==> src/rtl/clock_set_ctrl.sv <==
`default_nettype none
// ============================================================================
// Module  : clock_set_ctrl
// Brief   : Key debounce plus RUN / SET_TIME / SET_ALARM edit controller.
// Revision: 1.0 - initial release
// ============================================================================
module clock_set_ctrl #(
   parameter int DEB_CYCLES = 20,
   parameter int DEB_W      = 20
) (
   input  logic       clk,
   input  logic       rst_n,
   input  logic       key_mode_n,
   input  logic       key_sel_n,
   input  logic       key_inc_n,
   input  logic       key_alm_n,
   input  logic [3:0] cur_sec_ge,
   input  logic [3:0] cur_sec_shi,
   input  logic [3:0] cur_min_ge,
   input  logic [3:0] cur_min_shi,
   input  logic [3:0] cur_hour_ge,
   input  logic [3:0] cur_hour_shi,
   output logic       set_time_finish,
   output logic [3:0] set_sec_ge,
   output logic [3:0] set_sec_shi,
   output logic [3:0] set_min_ge,
   output logic [3:0] set_min_shi,
   output logic [3:0] set_hour_ge,
   output logic [3:0] set_hour_shi,
   output logic       clock_en,
   output logic [3:0] clock_min_ge,
   output logic [3:0] clock_min_shi,
   output logic [3:0] clock_hour_ge,
   output logic [3:0] clock_hour_shi,
   output logic [1:0] mode,
   output logic [2:0] cursor
);

   typedef enum logic [1:0] {
      ST_RUN       = 2'd0,
      ST_SET_TIME  = 2'd1,
      ST_SET_ALARM = 2'd2
   } state_t;

   localparam logic [DEB_W-1:0] C_DEB_LAST = DEB_W'(DEB_CYCLES - 1);

   logic [3:0] w_raw;
   logic [3:0] w_press;
   assign w_raw = {key_alm_n, key_inc_n, key_sel_n, key_mode_n};

   for (genvar k = 0; k < 4; k++) begin : g_deb
      logic [1:0]       r_sync;
      logic             r_stable;
      logic             r_press;
      logic [DEB_W-1:0] r_cnt;
      logic             w_flip;

      assign w_flip     = (r_sync[1] != r_stable) && (r_cnt == C_DEB_LAST);
      assign w_press[k] = r_press;

      always_ff @(posedge clk or negedge rst_n) begin
         if (!rst_n) begin
            r_sync   <= 2'b11;
            r_stable <= 1'b1;
            r_press  <= 1'b0;
            r_cnt    <= '0;
         end else begin
            r_sync  <= {r_sync[0], w_raw[k]};
            r_press <= w_flip & r_stable;
            if (r_sync[1] == r_stable) begin
               r_cnt <= '0;
            end else if (w_flip) begin
               r_stable <= ~r_stable;
               r_cnt    <= '0;
            end else begin
               r_cnt <= r_cnt + 1'b1;
            end
         end
      end
   end

   // Only the highest-priority pulse of a cycle is acted on.
   logic w_mode, w_sel, w_inc, w_alm;
   assign w_mode = w_press[0];
   assign w_sel  = w_press[1] & ~w_press[0];
   assign w_inc  = w_press[2] & ~w_press[1] & ~w_press[0];
   assign w_alm  = w_press[3] & ~w_press[2] & ~w_press[1] & ~w_press[0];

   function automatic logic [3:0] wrap_inc(input logic [3:0] d, input logic [3:0] mx);
      return (d >= mx) ? 4'd0 : d + 4'd1;
   endfunction

   // Returns {hour_shi, hour_ge}; tens-of-hours reaching 2 clamps units to 3.
   function automatic logic [7:0] hour_inc(input logic [3:0] hs, input logic [3:0] hg,
                                           input logic on_shi);
      logic [3:0] ns;
      logic [3:0] ng;
      ns = hs;
      ng = hg;
      if (on_shi) begin
         ns = wrap_inc(hs, 4'd2);
         if (ns == 4'd2 && hg > 4'd3) ng = 4'd3;
      end else begin
         ng = wrap_inc(hg, (hs == 4'd2) ? 4'd3 : 4'd9);
      end
      return {ns, ng};
   endfunction

   state_t          r_state, w_state_nx;
   logic [2:0]      r_cursor, w_cursor_nx;
   logic [5:0][3:0] r_set, w_set_nx;
   logic [3:0][3:0] r_alm, w_alm_nx;
   logic            r_en, w_en_nx;
   logic            r_stf, w_stf_nx;
   logic [5:0][3:0] w_cur;

   assign w_cur = {cur_hour_shi, cur_hour_ge, cur_min_shi, cur_min_ge, cur_sec_shi, cur_sec_ge};

   always_ff @(posedge clk or negedge rst_n) begin
      if (!rst_n) begin
         r_state  <= ST_RUN;
         r_cursor <= 3'd0;
         r_set    <= '0;
         r_alm    <= {4'd0, 4'd7, 4'd0, 4'd0};
         r_en     <= 1'b0;
         r_stf    <= 1'b1;
      end else begin
         r_state  <= w_state_nx;
         r_cursor <= w_cursor_nx;
         r_set    <= w_set_nx;
         r_alm    <= w_alm_nx;
         r_en     <= w_en_nx;
         r_stf    <= w_stf_nx;
      end
   end

   always_comb begin
      w_state_nx  = r_state;
      w_cursor_nx = r_cursor;
      w_set_nx    = r_set;
      w_alm_nx    = r_alm;
      w_en_nx     = r_en;
      w_stf_nx    = r_stf;
      if (w_mode) begin
         w_cursor_nx = 3'd0;
         case (r_state)
            ST_RUN: begin
               w_state_nx = ST_SET_TIME;
               w_set_nx   = w_cur;
               w_stf_nx   = 1'b0;
            end
            ST_SET_TIME: begin
               w_state_nx = ST_SET_ALARM;
               w_stf_nx   = 1'b1;
            end
            default: begin
               w_state_nx = ST_RUN;
               w_stf_nx   = 1'b1;
            end
         endcase
      end else if (w_sel) begin
         if (r_state == ST_SET_TIME)
            w_cursor_nx = (r_cursor >= 3'd5) ? 3'd0 : r_cursor + 3'd1;
         else if (r_state == ST_SET_ALARM)
            w_cursor_nx = (r_cursor >= 3'd3) ? 3'd0 : r_cursor + 3'd1;
      end else if (w_inc) begin
         if (r_state == ST_SET_TIME) begin
            if (r_cursor >= 3'd4)
               {w_set_nx[5], w_set_nx[4]} = hour_inc(r_set[5], r_set[4], r_cursor == 3'd5);
            else
               w_set_nx[{1'b0, r_cursor[1:0]}] =
                  wrap_inc(r_set[{1'b0, r_cursor[1:0]}], r_cursor[0] ? 4'd5 : 4'd9);
         end else if (r_state == ST_SET_ALARM) begin
            if (r_cursor[1])
               {w_alm_nx[3], w_alm_nx[2]} = hour_inc(r_alm[3], r_alm[2], r_cursor[0]);
            else
               w_alm_nx[r_cursor[1:0]] =
                  wrap_inc(r_alm[r_cursor[1:0]], r_cursor[0] ? 4'd5 : 4'd9);
         end
      end else if (w_alm) begin
         w_en_nx = ~r_en;
      end
   end

   assign mode            = r_state;
   assign cursor          = r_cursor;
   assign set_time_finish = r_stf;
   assign {set_hour_shi, set_hour_ge, set_min_shi, set_min_ge, set_sec_shi, set_sec_ge} = r_set;
   assign clock_en        = r_en;
   assign {clock_hour_shi, clock_hour_ge, clock_min_shi, clock_min_ge} = r_alm;

endmodule
`default_nettype wire

==> config.mk <==
export PLATFORM = sky130hd
export DESIGN_NAME = clock_set_ctrl
export DESIGN_NICKNAME = d
export VERILOG_FILES = /design/src/rtl/clock_set_ctrl.sv
export SDC_FILE = /design/constraint.sdc
export NUM_CORES = 1
export LEC_CHECK = 0
export ABC_AREA = 1
export ABC_CLOCK_PERIOD_IN_PS = 3100
export CORE_MARGIN = 2
export CORE_UTILIZATION = 40
export CTS_BUF_LIST = sky130_fd_sc_hd__clkbuf_8
export DETAILED_ROUTE_END_ITERATION = 12
export PLACE_DENSITY_LB_ADDON = 0.15
export SYNTH_ARGS = -nofsm -noshare
export SYNTH_HDL_FRONTEND = slang
export SYNTH_SLANG_ARGS = --single-unit
==> constraint.sdc <==
create_clock -name clk -period 3.1 [get_ports clk]
set_input_delay 0.62 -clock clk [delete_from_list [all_inputs] [get_ports clk]]
set_output_delay 0.62 -clock clk [all_outputs]
set_load 0.02 [all_outputs]
## Yosys cells after proc, flatten, opt, wreduce, memory -nomap -nowiden

Cells that the tools add are included.

- Bits in registers: 143
- Input port bits: 30
- Output and inout port bits: 47
- Logic and storage cells: 182

- Add/sub/neg operators: 11
- $lt $le $gt $ge: 15
- Equal/unequal tests: 26
- Muxes and demuxes: 49
- Bitwise gates (word level): 26
- Reductions and logical operators: 25

Operators with widths:

| operator | number |
|---|---|
| 2-to-1 mux 20 bit | 8 |
| 2-to-1 mux 24 bit | 5 |
| adder 20 x 1 -> 20 bit, second input constant | 4 |
| equality test 20 x 5 -> 1 bit, second input constant | 4 |
| 2-to-1 mux 4 bit | 19 |
| adder 4 x 1 -> 4 bit, second input constant | 6 |
| bitwise mux 24 bit | 1 |
| 2-to-1 mux 3 bit | 6 |
| AND reduction 6 bit | 3 |
| binary-select mux 4 bit (select 2 bit) | 2 |
| bitwise mux 16 bit | 1 |
| demux 4 bit (select 2 bit) | 2 |
| equality test 4 x 2 -> 1 bit, second input constant | 4 |
| greater-or-equal comparator 4 bit | 4 |
| 2-to-1 mux 16 bit | 1 |
| 2-to-1 mux 8 bit | 2 |
| NOT 1 bit | 16 |
| AND reduction 5 bit | 3 |
| bitwise AND 1 bit | 10 |
| AND reduction 2 bit | 5 |
| greater-or-equal comparator 4 x 2 -> 1 bit, second input constant | 2 |
| > comparator 4 x 2 -> 1 bit, second input constant | 2 |
| logical AND 1 bit | 8 |
| greater-or-equal comparator 3 bit, second input constant | 2 |
| 20 further kinds | 32 |

## Logic depth before layout (Yosys ltp)

Gate-level depths: netlist (run 1).

- Depth in word-level cells: 11
- Mapped depth: 17
- Mapped depth without buffers: 16

## Worst setup path after synthesis (run 1)

Ideal clock, no wire load.

- Path kind: reg-to-reg
- Start: reg r_cursor[0] (netlist: cursor[0])
- End: reg r_alm, in the netlist clock_min_ge[2]
- Library setup time: 0.119 ns
- Data arrival time: 2.180 ns
- Required time: 2.981 ns
- Slack: 0.801 ns
- Stages on the path, launching flop included: 16
- Buffers on the path: 2
- Clock period less this slack: 2.299 ns
- Cells stage by stage: dfrtp_1 buf_6 inv_8 buf_8 nand2_1 nand2_1 nand2_1 nand2_1 ha_1 nand2_1 or2_2 nand3_1 inv_1 nand2_1 nor2_2 o21a_1

- Word-level cells in the longest chain between the ends: 5
- Elaborated cells on any way between the ends: 12
- Classes of those cells: add/sub (1); order compare (3); mux (7); reduce/logical (1)

Ends and longest elaborated chain:

| element | line | text |
|---|---|---|
| start: declaration | 110 | `logic [2:0] r_cursor, w_cursor_nx;` |
| start signal: assignment | 129 | `r_cursor <= w_cursor_nx;` |
| binary-select mux 4 bit (select 2 bit) (tied with other cells) | 178 | `wrap_inc(r_alm[r_cursor[1:0]], r_cursor[0] ? 4'd5 : 4'd9);` |
| 2-to-1 mux 4 bit (not written as such) / logical AND 1 bit (equally long branches) | 178, 177 |  |
| adder 4 x 1 -> 4 bit (tied with other cells) | 90 | `return (d >= mx) ? 4'd0 : d + 4'd1;` |
| 2-to-1 mux 4 bit / demux 4 bit (select 2 bit) (equally long branches) | 90, 177 |  |
| bitwise mux 16 bit (*) | 177 | `w_alm_nx[r_cursor[1:0]] =` |
| end signal: assignment | 124 | `r_alm <= {4'd0, 4'd7, 4'd0, 4'd0};` |
| end signal: assignment | 131 | `r_alm <= w_alm_nx;` |
| end: declaration | 112 | `logic [3:0][3:0] r_alm, w_alm_nx;` |

Mark *: on every way between the ends. The rest lies on a longest branch, timed or not. The select of a mux whose other input is x is not followed.
A chain may end at the register's enable or synchronous reset.

## Worst setup path in the final report (run 1)

- Start: reg r_cursor[0] (netlist: cursor[0])
- End: out cursor[0]

RTL lines:

| element | line | text |
|---|---|---|
| end: declaration | 36 | `output logic [2:0] cursor` |

No word-level cell between the ends.

==> results of run 1 <==
worst register-to-register path: stages (launching register included):
cell     delay, ns
dfrtp_1       0.65
buf_4         0.29
nand2_1       0.07
nand3_1       0.08
nand2_1       0.15
ha_1          0.34
nand2_1       0.04
or2_2         0.26
nand3_1       0.12
inv_1         0.11
nand2_1       0.09
nor2_2        0.06
a21oi_1       0.13
nor2_1        0.05
power by group through the flow:
| stage | clock network (mW) | logic, mW | registers (mW) |
|---|---|---|---|
| after floorplan | 0 | 0.0495 | 1.93 |
| after global placement | 0 | 0.150 | 1.94 |
| after detailed placement | 0 | 0.149 | 1.94 |
| after CTS | 1.57 | 0.150 | 1.90 |
| after global routing | 1.65 | 0.164 | 1.90 |
| final | 1.52 | 0.144 | 1.90 |
routing by layer:
layer,up-vias,share of wire
li1,3548,-
met1,3183,0.50
met2,140,0.45
met3,21,0.041
met4,0,0.015
met5,-,0
metrics by stage:
step,utilization,setup slack [ns],power [mW],cells,hold slack (ns)
after floorplan,-,0.801,1.98,1039,0.324
after global placement,0.455,0.644,2.09,1382,0.346
after detailed placement,0.455,0.566,2.09,1382,0.347
after CTS,0.475,0.420,3.62,1414,0.175
after global routing,0.475,0.279,3.72,1414,0.192
final,0.475,0.450,3.56,1414,0.151
state kept, by name, indices dropped and copies added, names as in the netlist:
signal and count:
clock_en 1, set_hour_shi 4, set_min_ge 4, set_time_finish 1, set_sec_ge 4, clock_hour_ge 4
set_sec_shi 4, g_deb.r_press 4, mode 2, clock_min_shi 4, g_deb.r_cnt 80, clock_min_ge 4
g_deb.r_stable 4, g_deb.r_sync 8, set_min_shi 4, set_hour_ge 4, clock_hour_shi 4, cursor 3
path summary, 6_finish.rpt:
kind,from,endpoint,cells after the start
setup / recovery,cursor[0]$_DFFE_PN0P_,cursor[0],2
hold / removal,rst_n,clock_hour_shi[0]$_DFFE_PN0P_,1
setup reg to reg,cursor[0]$_DFFE_PN0P_,clock_hour_shi[2]$_DFFE_PN0P_,13
hold reg to reg,g_deb[2].r_sync[0]$_DFF_PN1_,g_deb[2].r_sync[1]$_DFF_PN1_,0
max in group asynchronous,rst_n,g_deb[0].r_stable$_DFFE_PN1P_,2
min in group clk,g_deb[2].r_sync[0]$_DFF_PN1_,g_deb[2].r_sync[1]$_DFF_PN1_,0
layout by cell type (no fill, tap or decap), types with 3 or more instances in the layout:
master / count
and3_1: 4
nor2_4: 4
nand3_1: 63
dfrtp_1: 127
a31oi_1: 3
nand2_2: 9
o21ai_0: 16
inv_6: 5
nand3b_1: 4
nor3_2: 6
dfstp_2: 16
nand2_1: 219
xnor2_1: 20
ha_1: 29
a22oi_1: 3
nor4_1: 9
clkinv_4: 3
clkbuf_8: 18
o21ai_1: 9
o211ai_1: 3
inv_2: 10
nor4_2: 7
buf_4: 6
nand3_2: 8
inv_1: 107
nand4_1: 32
a21boi_1: 8
nor3_1: 16
nor2_1: 161
or2_2: 5
clkdlybuf4s50_1: 75
xor2_1: 44
a21oi_1: 34
nor2_2: 16
kinds of logic after synthesis:
family                     count (synthesis)  share of synthesized area
DFF                                      143                      0.428
adders and majority gates                 29                     0.0432
xor gates and xnor gates                  66                     0.0706
buffers and inverters                    135                     0.0679
AOI/OAI and AO/OA                         94                     0.0717
and+or+nand+nor                          572                      0.319
final cells by class:
type | count | area [um^2]
multi-input cells | 761 | 4240
clock buffers | 18 | 248
repair buffers | 84 | 847
clock inverters | 14 | 155
inverters | 119 | 457
well taps | 275 | 344
fillers | 2088 | 10900
flip-flops and latches | 143 | 3600
==> impl_metrics.yaml, run 1 <==
global_route:
  met3_usage: 0.0361
  grt_max_degree: 70
  grt_overflow: 0
  antenna_found_initial: 0
  grt-busiest-layer: "met2"
  grt_use_met1: 0.266
  grt_pass1_wl_um: 32900
  met2_usage: 0.283
  track_usage: 0.186
  grt_pass1_vias: 6555
setup_path:
  crit_path_top_delay_cell: "dfrtp_1"
  worstSetupPathType: "flop to output pin"
  startpoint_type: "flop"
  path_cells: "buf_4, clkdlybuf4s50_1"
  required_ns: 2.48
  critical_path.top_delay_family: "buffers and inverters"
  critPathBufInv: 2
  ff2ff_setup_slack_ns: 0.56
  endpoint_kind: "output pin"
  arrival_ns: 2.03
  max_stage_delay_ns: 0.65
  path_max_fanout: 13
finish:
  finish.net_count: 1185
  diodes: 0
  drive_gt1_frac: 0.119
  finish.instance_area_um2: 9890
  area_growth_pct: 17.6
pwr:
  ir_drop_mv: 0.239
  power_frac_seq: 0.533
  p_per_area_nw_per_um2: 361
  p_sw_mw: 0.869
  p_leak_nw: 4.41
  p_clk_frac: 0.426
  internal-power_mw: 2.69
  switching_share: 0.244
  power_frac_comb: 0.040
floorplan:
  dieArea_um2: 22200
  fp.dieW_um: 149
  core.rowCount: 53
  die_height_um: 149
  initial_core_util: 0.404
  ios: 77
  core_um2: 20800
logic_synthesis:
  synth_top_cell_area_share: 0.378
  syn_inst: 1039
  synth_seq_cells: 143
  yosys_warnings: 0
  yosysMostFrequentCell: "nand2_1"
  syn_area_per_cell_um2: 8.09
  synth_top_cells_by_count: "nand2_1, nor2_1, dfrtp_1, inv_1, nand3_1"
  syn_nets: 1098
  synth_cell_type_count: 54
  synth_area_leaders: "dfrtp_1, nand2_1, nor2_1"
  syn_area_um2: 8410
  async_reset_ff_frac: 1.00
  synth_edf_count: 0
  ys.flop_type: "dfrtp_1"
  yosysTopAreaCell: "dfrtp_1"
  seq_area_frac_synth: 0.428
sta:
  setup_viol: 0
  finalMaxSlewViolations: 0
  relSlewSlack: 0.419
  finalCriticalPeriod_ns: 2.65
  max_clock_freq_mhz: 377
  skew_ns: 0.0118
  hold_viol: 0
  worst_pin_slew_ns: 0.871
  timing.final.crit_share: 0.855
  rsz0062_at_grt: "false"
  tns_ns: 0
clock_tree:
  cts_resized: 0
  clkTransAtPathRegs_ns: 0.08
  cts_buffers: 17
  h-tree-depth: 4
  cts.sink_count: 143
  clk_latency_ns: 0.45
  ctsHoldBuffers: 0
  cts_setup_buffers: 0
  tritoncts: "yes"
  root_buffer: "clkbuf_8"
  clk_path_buf_depth: 2
placed_design:
  dpl_cell_area_um2: 9480
  io_buffers: 76
  gp_congestion: 0.849
  dp_hpwl_um: 15000
detailed_routing:
  routed-via-count: 6892
  wl_um: 19700
  drt_iter0_drc: 292
  drt_pass1_iterations: 7
  drc_errors: 0
  viasPerCell: 4.87
  wire_per_inst_um: 13.9
  ant_nets: 0
outcome:
  outcome: "complete, no violations"
job:
  maxCapViolations: 0
hold_path:
  hp-class: "primary input to asynchronous set/reset pin"
(Power assumes the default switching activity.)
==> inputs of run 2 (changes only) <==
--- a/config.mk
+++ b/config.mk
@@ -7,11 +7,13 @@
 export LEC_CHECK = 0
 export ABC_AREA = 1
 export ABC_CLOCK_PERIOD_IN_PS = 3100
+export CAP_MARGIN = 0
 export CORE_MARGIN = 2
 export CORE_UTILIZATION = 40
 export CTS_BUF_LIST = sky130_fd_sc_hd__clkbuf_8
 export DETAILED_ROUTE_END_ITERATION = 12
 export PLACE_DENSITY_LB_ADDON = 0.15
+export SLEW_MARGIN = 15
 export SYNTH_ARGS = -nofsm -noshare
 export SYNTH_HDL_FRONTEND = slang
 export SYNTH_SLANG_ARGS = --single-unit
==> results of run 2 <==
The final DEF is identical to that of run 1; final timing and power are the same.
==> RTL edit 1, RTL diff (config.mk and constraints of run 1) <==
Put a register stage on the output `set_sec_ge`, cleared by the reset. The value now appears one clock later. The other outputs are not delayed to match.
--- a/src/rtl/clock_set_ctrl.sv
+++ b/src/rtl/clock_set_ctrl.sv
@@ -44,6 +44,8 @@
 
    localparam logic [DEB_W-1:0] C_DEB_LAST = DEB_W'(DEB_CYCLES - 1);
 
+   logic [3:0] set_sec_ge_d;
+
    logic [3:0] w_raw;
    logic [3:0] w_press;
    assign w_raw = {key_alm_n, key_inc_n, key_sel_n, key_mode_n};
@@ -185,10 +187,18 @@
    assign mode            = r_state;
    assign cursor          = r_cursor;
    assign set_time_finish = r_stf;
-   assign {set_hour_shi, set_hour_ge, set_min_shi, set_min_ge, set_sec_shi, set_sec_ge} = r_set;
+   assign {set_hour_shi, set_hour_ge, set_min_shi, set_min_ge, set_sec_shi, set_sec_ge_d} = r_set;
    assign clock_en        = r_en;
    assign {clock_hour_shi, clock_hour_ge, clock_min_shi, clock_min_ge} = r_alm;
 
+   always_ff @(posedge clk or negedge rst_n) begin
+      if (!rst_n) begin
+         set_sec_ge <= '0;
+      end else begin
+         set_sec_ge <= set_sec_ge_d;
+      end
+   end
+
 endmodule
 `default_nettype wire
 
Formal check against the unedited RTL: same outputs for any inputs over 4 cycles, from zero or initial values and one cycle with rst_n low; that may be too few to reach the edited logic, so the function may still have changed.
==> RTL edit 1 against run 1 <==
  * Fmax fell by 0.51%
  * Critical path depth did not move
  * Sequential power rose by 3%
  * Clock power rose by 3%
  * Final cell count fell by 0.35%
  * Power rose by 2.9%
  * Sequential cell count rose by 4
  * Die area fell by 0.23%
  * Worst setup slack got worse by 14 ps
  * Final area fell by 0.14%
  * Worst hold slack got worse by 88 ps
  * Wire length rose by 0.67%
  * Synthesized area fell by 0.24%
==> RTL edit 1: results (changes against run 1) <==
- Largest net degree at the start of global routing: 72 (+2.9%)
- Synth cell types: 51 (-5.6%)
- Crit path to: cursor[0]
- Flop2flop setup slack: 580 ps (+20 ps)
- Mapped Cells: 1037 (-0.19%)
- Post-synthesis mux area share: 0 (unchanged)
- Detailed-route via count: 6908 (+0.23%)
- Die Wd: 149 µm (-0.11%)
- DRT Wirelength: 19.8 mm (+0.67%)
- Max cap viols: 0 (unchanged)
- Area of placed instances: 9460 µm² (-0.22%)
- Gpl congestion: 0.817 (-3.8%)
- Leakage: 4.37 nW (-0.89%)
- Syn_nets: 1096 (-0.18%)
- Place WS: 595 ps (+28.8 ps)
- Post-synthesis sequential area ratio: 0.441 (+0.0130)
- Initial DRC Count: 399 (+37%)
- Clk. pwr: 1.57 mW (+3%)
- Worst-Margin Slew: 854 ps (-17.2 ps)
- Status: completed
- Xor/xnor share of the synthesized area: 0.0728 (+0.00226)
- Post-Route M1 WL: 10.3 mm (+5.5%)
- Reg2reg end: clock_hour_ge[2]
- Hold slack final: 63.9 ps (-87.6 ps)
- Fillers: 2050 (-1.8%)
- DR WL met2: 8.49 mm (-3.7%)
- Pre-antenna DRT Iters: 5 (-2)
- Comb pwr share: 0.038 (-0.002)
- Placed cells: 1377 (-0.36%)
- List of most frequent post-synthesis cells: nand2_1, nor2_1, dfrtp_1
- Final Non-Filler Cells: 1409 (-0.35%)
- Fin crit period: 2660 ps (+13.6 ps)
- Area share of fa/ha/maj cells after synthesis: 0.0433 (+0.000103)
- Peak supply drop: 0.268 mV (+12%)
- Total global-route track usage: 0.190 (+0.00443)
- Final nets: 1185 (unchanged)
- First-pass GRT wire length: 33.8 mm (+2.7%)
- Switch share: 0.234 (-0.0100)
- PD cells: 371 nW/µm² (+3.0%)
- Complex-gate fraction of the synthesized area: 0.0751 (+0.00330)
[RTL edit 1: cell types whose count changed in the layout (fill, tap and decap cells not counted), moves of 5 or more]
cell	before	now
nor2_2	16	6
a21boi_1	8	0
o21ai_0	16	28
nand3_2	8	2
o21ai_1	9	4
inv_1	107	116
nor4_1	9	17
nand3_1	63	74
nand2_1	219	209
[RTL edit 1: cell type report]
cell class,count,area [µm²],share of cell area
sequential,147,3700,0.375
clock inverter,14,163,0.0165
timing repair buffer,85,842,0.0853
clock buffer,18,248,0.0251
tap,270,338,0.0342
inverter,122,465,0.0471
multi-input combinational,753,4120,0.417
[RTL edit 1: worst max-delay path, cell delays in order, from the launching register on]
cell and delay (ps):
dfrtp_1 650, buf_4 290, clkdlybuf4s50_1 650
[RTL edit 1: per-layer routing]
metal,GRT usage,vias to the layer above
met5,0,-
met4,0.0419,0
met3,0.0373,11
met2,0.278,128
met1,0.291,3214
li1,-,3555
==> RTL edit 2, RTL diff (config.mk and constraints of run 1) <==
Without the edit above. `DEB_W`: 20 -> 22.
--- a/src/rtl/clock_set_ctrl.sv
+++ b/src/rtl/clock_set_ctrl.sv
@@ -6,7 +6,7 @@
 // ============================================================================
 module clock_set_ctrl #(
    parameter int DEB_CYCLES = 20,
-   parameter int DEB_W      = 20
+   parameter int DEB_W      = 22
 ) (
    input  logic       clk,
    input  logic       rst_n,
Check against the original RTL: same outputs for any inputs over 4 cycles, from zero or initial values and one cycle with rst_n low; that may be too few to reach the edited logic, so the function may still have changed.
==> RTL edit 2 against run 1 <==
  * Sequential power up 6%
  * Fmax up 1.5%
  * Utilization up 0.33 points
  * Register-to-register slack worse by 40 ps
  * Global-route usage up 0.11 points
  * Worst setup slack better by 38 ps
  * Power up 2.0%
  * Final area up 6.2%
  * Final cell count up 7.4%
  * Wire length up 8.7%
  * Clock skew up 3.0 ps
  * Die area up 7.0%
  * Sequential cell count up 8
  * Synthesized area up 7.2%
  * Critical path type unchanged
==> RTL edit 2: results (changes against run 1) <==
- Reg2reg end: set_sec_ge[0]
- # clk buffers: 17 (-1)
- Post-synthesis sequential area ratio: 0.422 (-0.00655)
- List of most frequent post-synthesis cells: nand2_1, nor2_1, inv_1
- Routed length on met3: 907 µm (+14%)
- Status: completed
- #MultiIn Comb: 811 (+6.6%)
- Seq cells: 151 (+5.6%)
- Layout cells sized above 1: 0.0929 (-0.0256)
- Initial antenna violation count: 1 (+1)
- Clk slew on worst S/H paths: 100 ps (+20 ps)
- First-pass GRT wire length: 35.9 mm (+8.8%)
- Seq pwr share: 0.552 (+0.019)
- Peak Freq: 383 MHz (+1.5%)
- Top layer in use: met5
- Routed len/inst: 14.1 µm (+1.3%)
- Post-layout utilization of the core: 0.478 (+0.00330)
- Largest net degree at the start of global routing: 57 (-19%)
- Total global-route track usage: 0.187 (+0.00112)
- Number of global-route vias before repair: 7213 (+10%)
- Placed cells: 1486 (+7.5%)
- Pre-antenna DRT Iters: 5 (-2)
- Initial DRC Count: 452 (+55%)
- WP data arrival: 1990 ps (-40 ps)
- M2 GR Usage: 0.294 (+0.0104)
==> RTL edit 2: changes by cell type in the layout (fill, tap and decap cells not counted), sizes merged, moves of 5 or more <==
cell	before	now
dfrtp	127	135
nand3	71	80
nand2	229	235
inv	124	166
nor3b	2	13
xor2	44	64
nor3	24	39
xnor2	22	17
a21oi	35	25
nand3b	4	10
==> RTL edit 2: worst min path at each step <==
stage / start / to / slack (ps) / cells past startpoint
detailed placement: g_deb[1].r_sync[0] / g_deb[1].r_sync[1] / 350 / 0
CTS: rst_n / g_deb[3].r_cnt[19] / 140 / 1
global route: rst_n / g_deb[3].r_cnt[4] / 130 / 1
global placement: g_deb[0].r_sync[0] / g_deb[0].r_sync[1] / 350 / 0
finish: rst_n / g_deb[3].r_cnt[17] / 110 / 1
floorplan: rst_n / clock_en / 320 / 0
==> RTL edit 2: critical path, delay by kind of cell, from the launching register on <==
kind,cells,cell delay [ps]
flip-flops,1,590
buffers and inverters,2,940
